File: src/rtl/cp0_irq_ctrl_pkg.sv
// ---------------------------------------------------------------------------
// cp0_irq_ctrl_pkg
//   Shared definitions for the CP0 interrupt/exception controller:
//   CP0 register numbers, SR bit positions, exception codes and a small
//   fixed-priority encoder helper.
// ---------------------------------------------------------------------------
package cp0_irq_ctrl_pkg;

  // CP0 register numbers as seen by MTC0/MFC0
  typedef enum logic [4:0] {
    CP0_SR    = 5'd12,
    CP0_CAUSE = 5'd13,
    CP0_EPC   = 5'd14,
    CP0_PRID  = 5'd15
  } cp0_reg_e;

  // Status register bit positions
  localparam int unsigned SR_IE  = 0;
  localparam int unsigned SR_EXL = 1;

  // Cause.ExcCode value for an external interrupt
  localparam logic [4:0] EXC_INT = 5'd0;

  // Index of the highest set bit (higher index wins); 0 when none set.
  function automatic logic [2:0] prio_enc(input logic [7:0] v);
    logic [2:0] idx;
    idx = '0;
    for (int unsigned i = 0; i < 8; i++) begin
      if (v[i]) idx = 3'(i);
    end
    return idx;
  endfunction

endpackage

File: src/rtl/cp0_irq_ctrl_sync_detect.sv
// ---------------------------------------------------------------------------
// irq_sync_detect
//   Per-line interrupt front end: two-flop synchroniser (s1, s2), a prev
//   flop (s3) for rising-edge detection, and the pending latch.
//   Level lines: pending follows s2 every cycle.
//   Edge lines : pending set on s2 & ~s3, cleared by i_clr (W1C); a new
//                edge in the same cycle as a clear keeps the bit set.
//
// Ports
//   i_clk      clock
//   i_rst      synchronous active-high reset
//   i_irq      asynchronous interrupt lines
//   i_clr      write-1-to-clear strobe per line (ignored for level lines)
//   o_pending  pending vector
// ---------------------------------------------------------------------------
module irq_sync_detect
  import cp0_irq_ctrl_pkg::*;
#(
  parameter int unsigned          NUM_IRQ   = 6,
  parameter logic [NUM_IRQ-1:0]   EDGE_MASK = '0
) (
  input  logic               i_clk,
  input  logic               i_rst,
  input  logic [NUM_IRQ-1:0] i_irq,
  input  logic [NUM_IRQ-1:0] i_clr,
  output logic [NUM_IRQ-1:0] o_pending
);

  logic [NUM_IRQ-1:0] r_s1;
  logic [NUM_IRQ-1:0] r_s2;
  logic [NUM_IRQ-1:0] r_s3;
  logic [NUM_IRQ-1:0] r_pend;
  logic [NUM_IRQ-1:0] w_rise;
  logic [NUM_IRQ-1:0] w_pend_nxt;

  assign w_rise = r_s2 & ~r_s3;

  // Edge lines hold until cleared, set dominating clear; level lines track s2.
  assign w_pend_nxt = (EDGE_MASK & (w_rise | (r_pend & ~i_clr)))
                    | (~EDGE_MASK & r_s2);

  always_ff @(posedge i_clk) begin
    if (i_rst) begin
      r_s1   <= '0;
      r_s2   <= '0;
      r_s3   <= '0;
      r_pend <= '0;
    end else begin
      r_s1   <= i_irq;
      r_s2   <= r_s1;
      r_s3   <= r_s2;
      r_pend <= w_pend_nxt;
    end
  end

  assign o_pending = r_pend;

endmodule

File: src/rtl/cp0_irq_ctrl.sv
// ---------------------------------------------------------------------------
// cp0_irq_ctrl
//   Coprocessor-0 interrupt/exception controller for the 5-stage pipeline.
//   Holds SR, Cause, EPC and PRId; raises int_req when an enabled pending
//   line can be accepted on a real, unstalled ID instruction.
//
// Ports
//   clk, rst        clock, synchronous active-high reset
//   hw_int          asynchronous device interrupt lines
//   id_pcp1         PC+1 (word address) of the instruction in ID
//   id_valid        ID holds a real instruction
//   pipeline_stall  hazard stall this cycle
//   eret            ERET decoded in ID
//   mtc0_we/sel/wdata  CP0 write port (EX)
//   mfc0_sel/rdata     CP0 read port (combinational)
//   epc             EPC[31:2], the ERET target
//   int_req         take interrupt this cycle (combinational)
//   irq_id          highest-priority enabled pending line
// ---------------------------------------------------------------------------
module cp0_irq_ctrl
  import cp0_irq_ctrl_pkg::*;
#(
  parameter int unsigned        NUM_IRQ   = 6,
  parameter int unsigned        IRQ_BASE  = 10,
  parameter logic [NUM_IRQ-1:0] EDGE_MASK = '0,
  parameter logic [31:0]        PRID      = 32'h0000_0001
) (
  input  logic               clk,
  input  logic               rst,
  input  logic [NUM_IRQ-1:0] hw_int,
  input  logic [29:0]        id_pcp1,
  input  logic               id_valid,
  input  logic               pipeline_stall,
  input  logic               eret,
  input  logic               mtc0_we,
  input  logic [4:0]         mtc0_sel,
  input  logic [31:0]        mtc0_wdata,
  input  logic [4:0]         mfc0_sel,
  output logic [31:0]        mfc0_rdata,
  output logic [29:0]        epc,
  output logic               int_req,
  output logic [2:0]         irq_id
);

  logic               r_sr_ie;
  logic               r_sr_exl;
  logic [NUM_IRQ-1:0] r_sr_im;
  logic [29:0]        r_epc;

  logic               w_wr_sr;
  logic               w_wr_cause;
  logic               w_wr_epc;
  logic [NUM_IRQ-1:0] w_clr;
  logic [NUM_IRQ-1:0] w_pending;
  logic [NUM_IRQ-1:0] w_enabled;
  logic               w_int_req;

  assign w_wr_sr    = mtc0_we && (mtc0_sel == CP0_SR);
  assign w_wr_cause = mtc0_we && (mtc0_sel == CP0_CAUSE);
  assign w_wr_epc   = mtc0_we && (mtc0_sel == CP0_EPC);

  // Only edge bits are W1C; level bits are read-only.
  assign w_clr = w_wr_cause ? (mtc0_wdata[IRQ_BASE +: NUM_IRQ] & EDGE_MASK) : '0;

  irq_sync_detect #(
    .NUM_IRQ   (NUM_IRQ),
    .EDGE_MASK (EDGE_MASK)
  ) u_sync_detect (
    .i_clk     (clk),
    .i_rst     (rst),
    .i_irq     (hw_int),
    .i_clr     (w_clr),
    .o_pending (w_pending)
  );

  assign w_enabled = w_pending & r_sr_im;

  // Never accepted on a bubble or while stalled; simply retried later.
  assign w_int_req = (|w_enabled) && r_sr_ie && !r_sr_exl
                  && id_valid && !pipeline_stall;

  // Later assignments override: MTC0 SR, then ERET, then the interrupt,
  // so a colliding interrupt owns EXL/EPC while IE/IM still take the write.
  always_ff @(posedge clk) begin
    if (rst) begin
      r_sr_ie  <= 1'b0;
      r_sr_exl <= 1'b0;
      r_sr_im  <= '0;
      r_epc    <= '0;
    end else begin
      if (w_wr_sr) begin
        r_sr_ie  <= mtc0_wdata[SR_IE];
        r_sr_exl <= mtc0_wdata[SR_EXL];
        r_sr_im  <= mtc0_wdata[IRQ_BASE +: NUM_IRQ];
      end
      if (eret) begin
        r_sr_exl <= 1'b0;
      end
      if (w_int_req) begin
        r_sr_exl <= 1'b1;
        r_epc    <= 30'(id_pcp1 - 30'd1);
      end else if (w_wr_epc) begin
        r_epc    <= mtc0_wdata[31:2];
      end
    end
  end

  // Cause.ExcCode only ever holds EXC_INT, so it is not stored.
  always_comb begin
    mfc0_rdata = '0;
    case (mfc0_sel)
      CP0_SR: begin
        mfc0_rdata[IRQ_BASE +: NUM_IRQ] = r_sr_im;
        mfc0_rdata[SR_EXL]              = r_sr_exl;
        mfc0_rdata[SR_IE]               = r_sr_ie;
      end
      CP0_CAUSE: begin
        mfc0_rdata[IRQ_BASE +: NUM_IRQ] = w_pending;
        mfc0_rdata[6:2]                 = EXC_INT;
      end
      CP0_EPC:  mfc0_rdata = {r_epc, 2'b00};
      CP0_PRID: mfc0_rdata = PRID;
      default:  mfc0_rdata = '0;
    endcase
  end

  assign int_req = w_int_req;
  assign irq_id  = prio_enc(8'(w_enabled));
  assign epc     = r_epc;

endmodule

File: config.mk
export PLATFORM = sky130hd
export DESIGN_NAME = cp0_irq_ctrl
export DESIGN_NICKNAME = d
export VERILOG_FILES = /design/src/rtl/cp0_irq_ctrl_pkg.sv /design/src/rtl/cp0_irq_ctrl_sync_detect.sv /design/src/rtl/cp0_irq_ctrl.sv
export SDC_FILE = /design/constraint.sdc
export NUM_CORES = 1
export LEC_CHECK = 0
export CORE_AREA = 3 3 91 93
export DETAILED_ROUTE_END_ITERATION = 8
export DIE_AREA = 0 0 94 96
export PLACE_DENSITY = 0.9
export SYNTH_ARGS = -nofsm -noshare
export SYNTH_HDL_FRONTEND = slang
export SYNTH_SLANG_ARGS = --single-unit
File: constraint.sdc
create_clock -name clk -period 2.6 [get_ports clk]
set_input_delay 0.65 -clock clk [delete_from_list [all_inputs] [get_ports clk]]
set_output_delay 0.65 -clock clk [all_outputs]
set_load 0.01 [all_outputs]
==> results summary, run 1 <==
The effective utilization at floorplan came out at 0.4044. The first-pass iteration count of the detailed router came out at 5. The total via count in the routed design came out at 3486. The fraction of post-synthesis cell area in the top cell type by area is 0.3644. The flow ran to the end, but the final reports show violations. In this run, the number of DRC markers left after iteration 0 of detailed routing was 161. From bottom edge to top edge, the die measures 96 µm. The share of the clock period used by the worst path after layout is 1.002. The worst reg-to-reg setup slack came out at 0.66 ns. The standard cell core area is ~7600 µm². In the synthesized netlist the dominant register cell turns out to be sky130_fd_sc_hd__dfxtp_1. The post-detailed-route wirelength per cell is 17.37 µm. The clock skew came out at about 0.0085 ns. TritonCTS built the clock tree.

The count of antenna-violating nets left after detailed routing is 0. The number of synthesis warnings is 0. The transition time at the pin with the least slew margin came out at 0.3865 ns. Power comes to 1675 µW. The netlist uses 49 different library cells. Setup repair after global routing could not meet its margin everywhere. The floorplan step defined a die boundary enclosing 9024 µm². The H-tree depth is 2.

The boundary pin count is 150. The final net count is 631. The number of hold buffers added after CTS was 0.

The post-layout minimum cycle time came out at 2.605 ns. The peak ir drop on the vdd network is approximately 0.00025 V. The data required time of the critical path came out at 1.95 ns.

The largest net degree at the start of global routing is 57. The area added between synthesis and finish is 64.25%. The worst-case clock buffer depth is 2. The worst setup path is launched from an input port.

The latest clock arrival within the worst-skew pair is 0.31 ns. The number of nets in the synthesized netlist came out at between 400 and 500. The final hold violation count is 0.

Using the TritonRoute via totals, the vias-per-cell ratio works out to 5.371. The number of global-route vias before repair came out at 3574. Summed over all layers, the routed wires come to 11270 µm. The final max-slew violation count is 0. The critical path endpoint category is an output port. The count of flip-flops with a built-in enable after synthesis is 0. The netlist area before placement came out at 3077 µm².

The number of placement rows is 32. Yosys attributes the largest share of cell area to sky130_fd_sc_hd__dfxtp_1 (36%), sky130_fd_sc_hd__nand2_1 (6.1%), sky130_fd_sc_hd__mux2i_1 (5.5%), sky130_fd_sc_hd__and2_1 (4.9%), sky130_fd_sc_hd__xor2_1 (4.6%). The upper clock frequency limit is 383.9 MHz.

The number of instances in the synthesized netlist is ~370. The count of maximum capacitance violations came out at 0. The share of synthesized area occupied by flip-flops and latches is 0.3644.

The number of remaining DRC errors came out at 0. The class of the tightest hold or removal check is reg2reg. The data arrival time of the critical path is 1.96 ns.

Dividing total power by cell area gives a power density of 331.5 nW/µm². The ratio of cells with drive above 1 in the final layout is 0.2048. The async set-reset flop share out of synthesis is 0. Setup violations remaining at the end of the flow were counted as 2.

Clock tree synthesis selected as its root buffer the cell sky130_fd_sc_hd__clkbuf_8. The clock transition at the registers of the reported paths is 0.10 ns. The diode insertion count for antenna repair came out at 0. Counting flops and latches in the post-synthesis netlist gives 56.

The initial antenna violation count came out at 1. The final reports fail on setup timing. The number of I/O port buffers came out at 149. The worst pin sits at a relative slew slack of 0.7388. The most area-hungry cell type in the Yosys netlist is sky130_fd_sc_hd__dfxtp_1. From left edge to right edge, the die measures 94 µm. The mean instance size in the synthesized netlist came out at 8.406 µm². The total leakage power is between 0.002 and 0.0025 µW. The critical path is of the in2out type.

The half-perimeter wire length after detailed placement came out at roughly 8000 µm. The smallest setup slack after layout is -0.005176 ns. The weighted congestion at the end of routability-driven global placement is 0.8834. For this run, the total global-route usage over all layers was measured as 0.2485. Clock tree synthesis inserted a total of 5 buffers. The aggregate global routing overflow is 0. The number of clock sinks seen by CTS is 56. The first-pass GRT wire length is 17540 µm. The final instance area is 5054 µm².

The standard cell area after detailed placement came out at 4925 µm². The maximum fanout along the worst path came out at 5.
-- power by group --
group          switching, µW  total, µW  internal, µW
Combinational            112        294           181
Sequential              7.32        880           873
Clock                    309        502           192
Total                    429       1680          1250
-- timing repair --
| item | CTS | global route |
|---|---|---|
| gates resized for setup | 111 | 21 |
| gates cloned | 3 | 0 |
| setup buffers | 7 | 2 |
| pin swaps | 3 | 0 |
| endpoints found under the setup margin | 33 | 24 |
| hold endpoints to repair | 0 | 0 |
-- cells by family after synthesis --
kind of cell	Yosys count	share of synthesized area
adder cells (fa/ha/maj)	1	0.004066
AO/OA/AOI/OAI	70	0.1728
flip-flops	56	0.3644
XOR/XNOR	22	0.06263
AND/OR/NAND/NOR	174	0.3083
multiplexers	17	0.05531
buffers and inverters	26	0.03253
-- critical path, cell delays in order --
cell and delay, ns:
sky130_fd_sc_hd__dlygate4sd2_1 0.22, sky130_fd_sc_hd__nand3b_1 0.27, sky130_fd_sc_hd__nor2b_4 0.20, sky130_fd_sc_hd__buf_6 0.14
sky130_fd_sc_hd__buf_6 0.13, sky130_fd_sc_hd__and2_1 0.12, sky130_fd_sc_hd__clkdlybuf4s15_2 0.22
-- placed cells by master (no fill, tap or decap), types with 5 or more instances in the layout --
cell and count:
sky130_fd_sc_hd__dfxtp_1 56, sky130_fd_sc_hd__clkbuf_8 5, sky130_fd_sc_hd__and2_1 19, sky130_fd_sc_hd__nor2_1 34, sky130_fd_sc_hd__a21oi_1 24, sky130_fd_sc_hd__mux2i_1 17
sky130_fd_sc_hd__a221oi_1 8, sky130_fd_sc_hd__a221oi_2 6, sky130_fd_sc_hd__clkdlybuf4s50_1 110, sky130_fd_sc_hd__dlygate4sd2_1 11, sky130_fd_sc_hd__and2_4 5, sky130_fd_sc_hd__buf_4 35
sky130_fd_sc_hd__nor2b_1 19, sky130_fd_sc_hd__nor3_1 6, sky130_fd_sc_hd__nand2_1 50, sky130_fd_sc_hd__xnor2_1 6, sky130_fd_sc_hd__a311oi_1 8, sky130_fd_sc_hd__nand4_1 7
sky130_fd_sc_hd__a31o_2 6, sky130_fd_sc_hd__buf_6 8, sky130_fd_sc_hd__buf_2 18, sky130_fd_sc_hd__xor2_1 16
-- worst paths after layout --
kind / startpoint / to / depth (start not counted)
min: u_sync_detect.r_s1[3] / u_sync_detect.r_s2[3] / 1
max reg2reg: r_sr_im[5] / epc[13] / 7
max: mfc0_sel[4] / mfc0_rdata[30] / 7
min reg2reg: u_sync_detect.r_s1[3] / u_sync_detect.r_s2[3] / 1
-- synthesized netlist by cell type, types with 2 or more instances --
| cell | instances |
|---|---|
| sky130_fd_sc_hd__and3_1 | 4 |
| sky130_fd_sc_hd__a221oi_2 | 6 |
| sky130_fd_sc_hd__nor2b_1 | 21 |
| sky130_fd_sc_hd__xnor2_1 | 6 |
| sky130_fd_sc_hd__nand3b_1 | 3 |
| sky130_fd_sc_hd__or3_1 | 2 |
| sky130_fd_sc_hd__dfxtp_1 | 56 |
| sky130_fd_sc_hd__a221oi_1 | 8 |
| sky130_fd_sc_hd__a31oi_1 | 3 |
| sky130_fd_sc_hd__nand2_1 | 50 |
| sky130_fd_sc_hd__xor2_1 | 16 |
| sky130_fd_sc_hd__nand3_2 | 2 |
| sky130_fd_sc_hd__nand3_1 | 3 |
| sky130_fd_sc_hd__mux2i_1 | 17 |
| sky130_fd_sc_hd__a311oi_1 | 8 |
| sky130_fd_sc_hd__nor3_1 | 6 |
| sky130_fd_sc_hd__nand2b_1 | 2 |
| sky130_fd_sc_hd__nor4_1 | 3 |
| sky130_fd_sc_hd__o31ai_1 | 2 |
| sky130_fd_sc_hd__buf_1 | 2 |
| sky130_fd_sc_hd__a21oi_1 | 24 |
| sky130_fd_sc_hd__inv_1 | 3 |
| sky130_fd_sc_hd__clkbuf_1 | 19 |
| sky130_fd_sc_hd__and2_1 | 24 |
| sky130_fd_sc_hd__o21ai_0 | 3 |
| sky130_fd_sc_hd__nor2_1 | 35 |
| sky130_fd_sc_hd__a22oi_1 | 2 |
| sky130_fd_sc_hd__or4_4 | 2 |
| sky130_fd_sc_hd__a211oi_1 | 2 |
| sky130_fd_sc_hd__buf_2 | 2 |
| sky130_fd_sc_hd__nand4_1 | 7 |
| sky130_fd_sc_hd__a31o_2 | 6 |
-- final cells by class --
type / count / area [µm²]
inverters: 3 / 11.26
repair buffers: 196 / 1818
fillers: 616 / 2554
clock inverters: 3 / 21.27
well taps: 102 / 127.6
flip-flops and latches: 56 / 1121
multi-input cells: 284 / 1886
clock buffers: 5 / 68.82
-- per-stage QoR --
stage                     hold WS, ns  cells   TNS (ns)  utilization  worst slack [ns]
final                          0.4461    649  -0.006169       0.6643         -0.005176
after global routing           0.4612    649    -0.1174       0.6643          -0.02139
after CTS                      0.4475    650  -0.003570       0.6719         -0.003570
after floorplan                0.4138    366          0            -           0.05490
after detailed placement       0.4226    632     -13.52       0.6474           -0.4765
after global placement         0.4219    632     -11.30       0.6474           -0.3875
-- registers in the layout, summed over array words and instances (netlist names) --
register / cells
u_sync_detect.r_s1: 6
u_sync_detect.r_s2: 6
r_sr_ie: 1
r_sr_im: 6
r_sr_exl: 1
epc: 30
u_sync_detect.o_pending: 6
-- per-layer routing --
metal	global-route usage	vias to the layer above	wire length (µm)
met5	0	-	0
met4	0.07461	0	282
met3	0.05082	23	846
met2	0.4305	153	5586
met1	0.3115	1651	4557
li1	-	1659	-
Note: power is estimated with default switching activity, not from simulation.
==> inputs of run 2 (changes only) <==
--- a/config.mk
+++ b/config.mk
@@ -10,4 +10,5 @@
 export DIE_AREA = 0 0 94 96
 export PLACE_DENSITY = 0.9
+export REMOVE_ABC_BUFFERS = 1
 export SYNTH_ARGS = -nofsm -noshare
 export SYNTH_HDL_FRONTEND = slang
==> constraint.sdc (replaced) <==
create_clock -name clk -period 2.6 [get_ports clk]
set_input_delay 0.65 -clock clk [delete_from_list [all_inputs] [get_ports clk]]
set_output_delay 0.65 -clock clk [all_outputs]
set_load 0.05 [all_outputs]
==> run 2 against run 1 <==
Effect of this change:
- the run now ends clean
- final area increased by 7.5%
- clock power increased by 3%
- sequential power is essentially flat
- setup slack improved by 0.10 ns
- clock-buffer cell count stayed put
- largest power group unchanged
==> results summary, run 2 (synthesis gave the netlist of run 1 again) <==
The final net count is ~620. The final max-slew violation count was 0. The final route contains 3416 vias. In the final layout, the multi-input gates occupy between 1500 and 2000 µm².

The run finished with clean final reports. The internal power of the cells came out at 1247 µW. The worst max-slew margin expressed relative to the limit is 0.3898.

The total design power is 1694 µW. The peak ir drop on the vdd network came out at 0.0002595 V. Compared with the post-synthesis result, the final layout area differs by 76.49%. The cell sitting at the root of the clock tree is a sky130_fd_sc_hd__clkbuf_8. The worst path in the final design needs a cycle of ~2.5 ns, including I/O delays and setup. The half-perimeter wire length after detailed placement is 8132 µm. The power per cell area is 311.9 nW/µm². The post-detailed-routing wire length came out at between 10000 and 15000 µm. The number of global-route vias before repair is 3570. Setup violations remaining at the end of the flow were counted as 0. In this run the count of I/O pins placed on the die edge is 150. The maximum fanout along the worst path came out at 8. Setup repair after global routing left no endpoint under its margin. The data required time of the critical path is 1.95 ns. The register with the most flip-flops in the layout has 30 of them.

The aggregate global routing overflow came out at 0. The data arrival time of the critical path is about 1.9 ns. For this design the static power due to leakage is 0.002048 µW.

The TritonCTS clock tree is built. The congestion estimate from routability-driven global placement came to 0.7942. At the pin with the least slew margin, the transition time is 0.9153 ns.

The commonest non-fill, non-tap cell in the layout is sky130_fd_sc_hd__clkdlybuf4s50_1. The worst hold path belongs to the class reg2reg. The standard cell core area is 7607 µm². The largest stage delay on the critical path came out at 0.27 ns. The filler cell count in the final layout came out at between 500 and 600.

Of the total power, the share spent switching nets is 0.2635. The latest clock arrival within the worst-skew pair is 0.31 ns. The post-detailed-route via-to-cell ratio is between 5 and 6. STA classifies the critical path endpoint as an output port. The floorplan step defined a die boundary enclosing 9024 µm².

In this run the power spent charging and discharging nets is 446.2 µW. The sequential share of power came out at 0.520. The critical path class is in2out. Clock tree synthesis inserted a total of 5 buffers. Timing analysis after detailed placement gives a worst setup slack of -0.1582 ns.

Walking the worst path, the cells encountered are dlygate4sd2_1 -> nand3b_1 -> nor2b_4 -> buf_6 -> and2_4 -> buf_12. Of the total power, the clock network draws 0.304. The ratio of cells with drive above 1 in the final layout came out at 0.2361. The detail route stage leaves a number of antenna-violating nets equal to 0. Derived from the worst setup path, the maximum achievable clock frequency is 399.2 MHz. The diode insertion count for antenna repair is 0. The clock transition at the registers of the reported paths came out at roughly 0.11 ns.

The largest net degree at the start of global routing came out at 47. The combinational share of power came out at 0.176. The highest-delay cell along the critical path is sky130_fd_sc_hd__nor2b_4. Counting every sink on the clock net gives 56. Dividing the final minimum period by the clock period gives 0.9636. Leaving out filler cells and counting taps, the final layout contains between 600 and 700.

The number of placement rows is 32. The final hold violation count is 0. The H-tree generated during clock tree synthesis spans 2 levels. The vertical extent of the die came out at between 90 and 100 µm. The worst hold slack came out at 0.4473 ns. The worst setup path is launched from an input port. The first global-routing pass estimated 17300 µm of wire. In this run the tool buffered the top-level ports with 149 buffer cells. The worst-case clock buffer depth came out at 2. The area used by sequential logic in the layout came out at approximately 1100 µm². The number of hold buffers added after CTS came out at 0.

For this run, the detailed router's first-pass iteration total came to 4. The post-detailed-route wirelength per cell came out at 16.95 µm. The initial antenna violation count came out at 0. In this run, the number of DRC markers left after iteration 0 of detailed routing was 109. The effective utilization at floorplan is 0.4044. The smallest setup slack after layout came out at 0.09471 ns.

Counting tap cells, the placed design contains a total of between 600 and 700 instances. The die is about 94 µm wide. The total routing usage reported by global routing is 0.2390. Across the run, the number of max-cap violations was 0. After detailed routing, the number of remaining DRC violations is 0. The clock skew came out at 0.006764 ns.

In the layout the commonest cells are sky130_fd_sc_hd__clkdlybuf4s50_1 (108), sky130_fd_sc_hd__dfxtp_1 (56), sky130_fd_sc_hd__nand2_1 (50).
## run 2: per-layer routing
metal | global-route usage | share of wire
met5 | 0 | 0
met4 | 0.07341 | 0.023
met3 | 0.05786 | 0.074
met2 | 0.4388 | 0.52
met1 | 0.2734 | 0.38
## run 2: power by group through the flow
stage | clock network [µW] | logic, µW | registers (µW)
global route | 552 | 317 | 882
finish | 515 | 299 | 880
detailed placement | 0 | 292 | 899
floorplan | 0 | 63.2 | 909
global placement | 0 | 283 | 898
CTS | 520 | 297 | 880
## run 2: worst max-delay path: cells and delay by family
| kind | cells | cell delay, ns |
|---|---|---|
| AND/OR/NAND/NOR | 3 | 0.67 |
| buffers and inverters | 3 | 0.54 |
## run 2: cell type report
cell class,instances,area share
clock buffers,5,0.01267
clock inverters,3,0.004608
inverters,3,0.002074
multi-input cells,284,0.3551
flip-flops and latches,56,0.2065
well taps,102,0.02350
repair buffers,187,0.3956
## run 2: path summary, 6_finish.rpt
path | slack, ns | endpoint | cells past startpoint | from
worst min register to register | 0.45 | u_sync_detect.o_pending[5] | 1 | u_sync_detect.r_s2[5]
worst min-delay path | 0.45 | u_sync_detect.o_pending[5] | 1 | u_sync_detect.r_s2[5]
worst max-delay path | 0.09 | mfc0_rdata[23] | 6 | mfc0_sel[4]
worst max register to register | 0.65 | epc[20] | 7 | u_sync_detect.o_pending[4]
## run 2: per-stage QoR
stage | instance area [µm²] | util | TNS (ns)
after floorplan | 2988 | - | -14.56
after global placement | 5215 | 0.6855 | -2.781
after detailed placement | 5215 | 0.6855 | -3.427
after CTS | 5418 | 0.7122 | 0
after global routing | 5430 | 0.7138 | 0
final | 5430 | 0.7138 | 0
## run 2: repair_timing
action / in CTS / in global routing
pin swaps: 1 / 0
buffers inserted: 0 / 1
cloned: 1 / 0
gates resized for setup: 37 / 2
setup endpoints to repair: 30 / 4
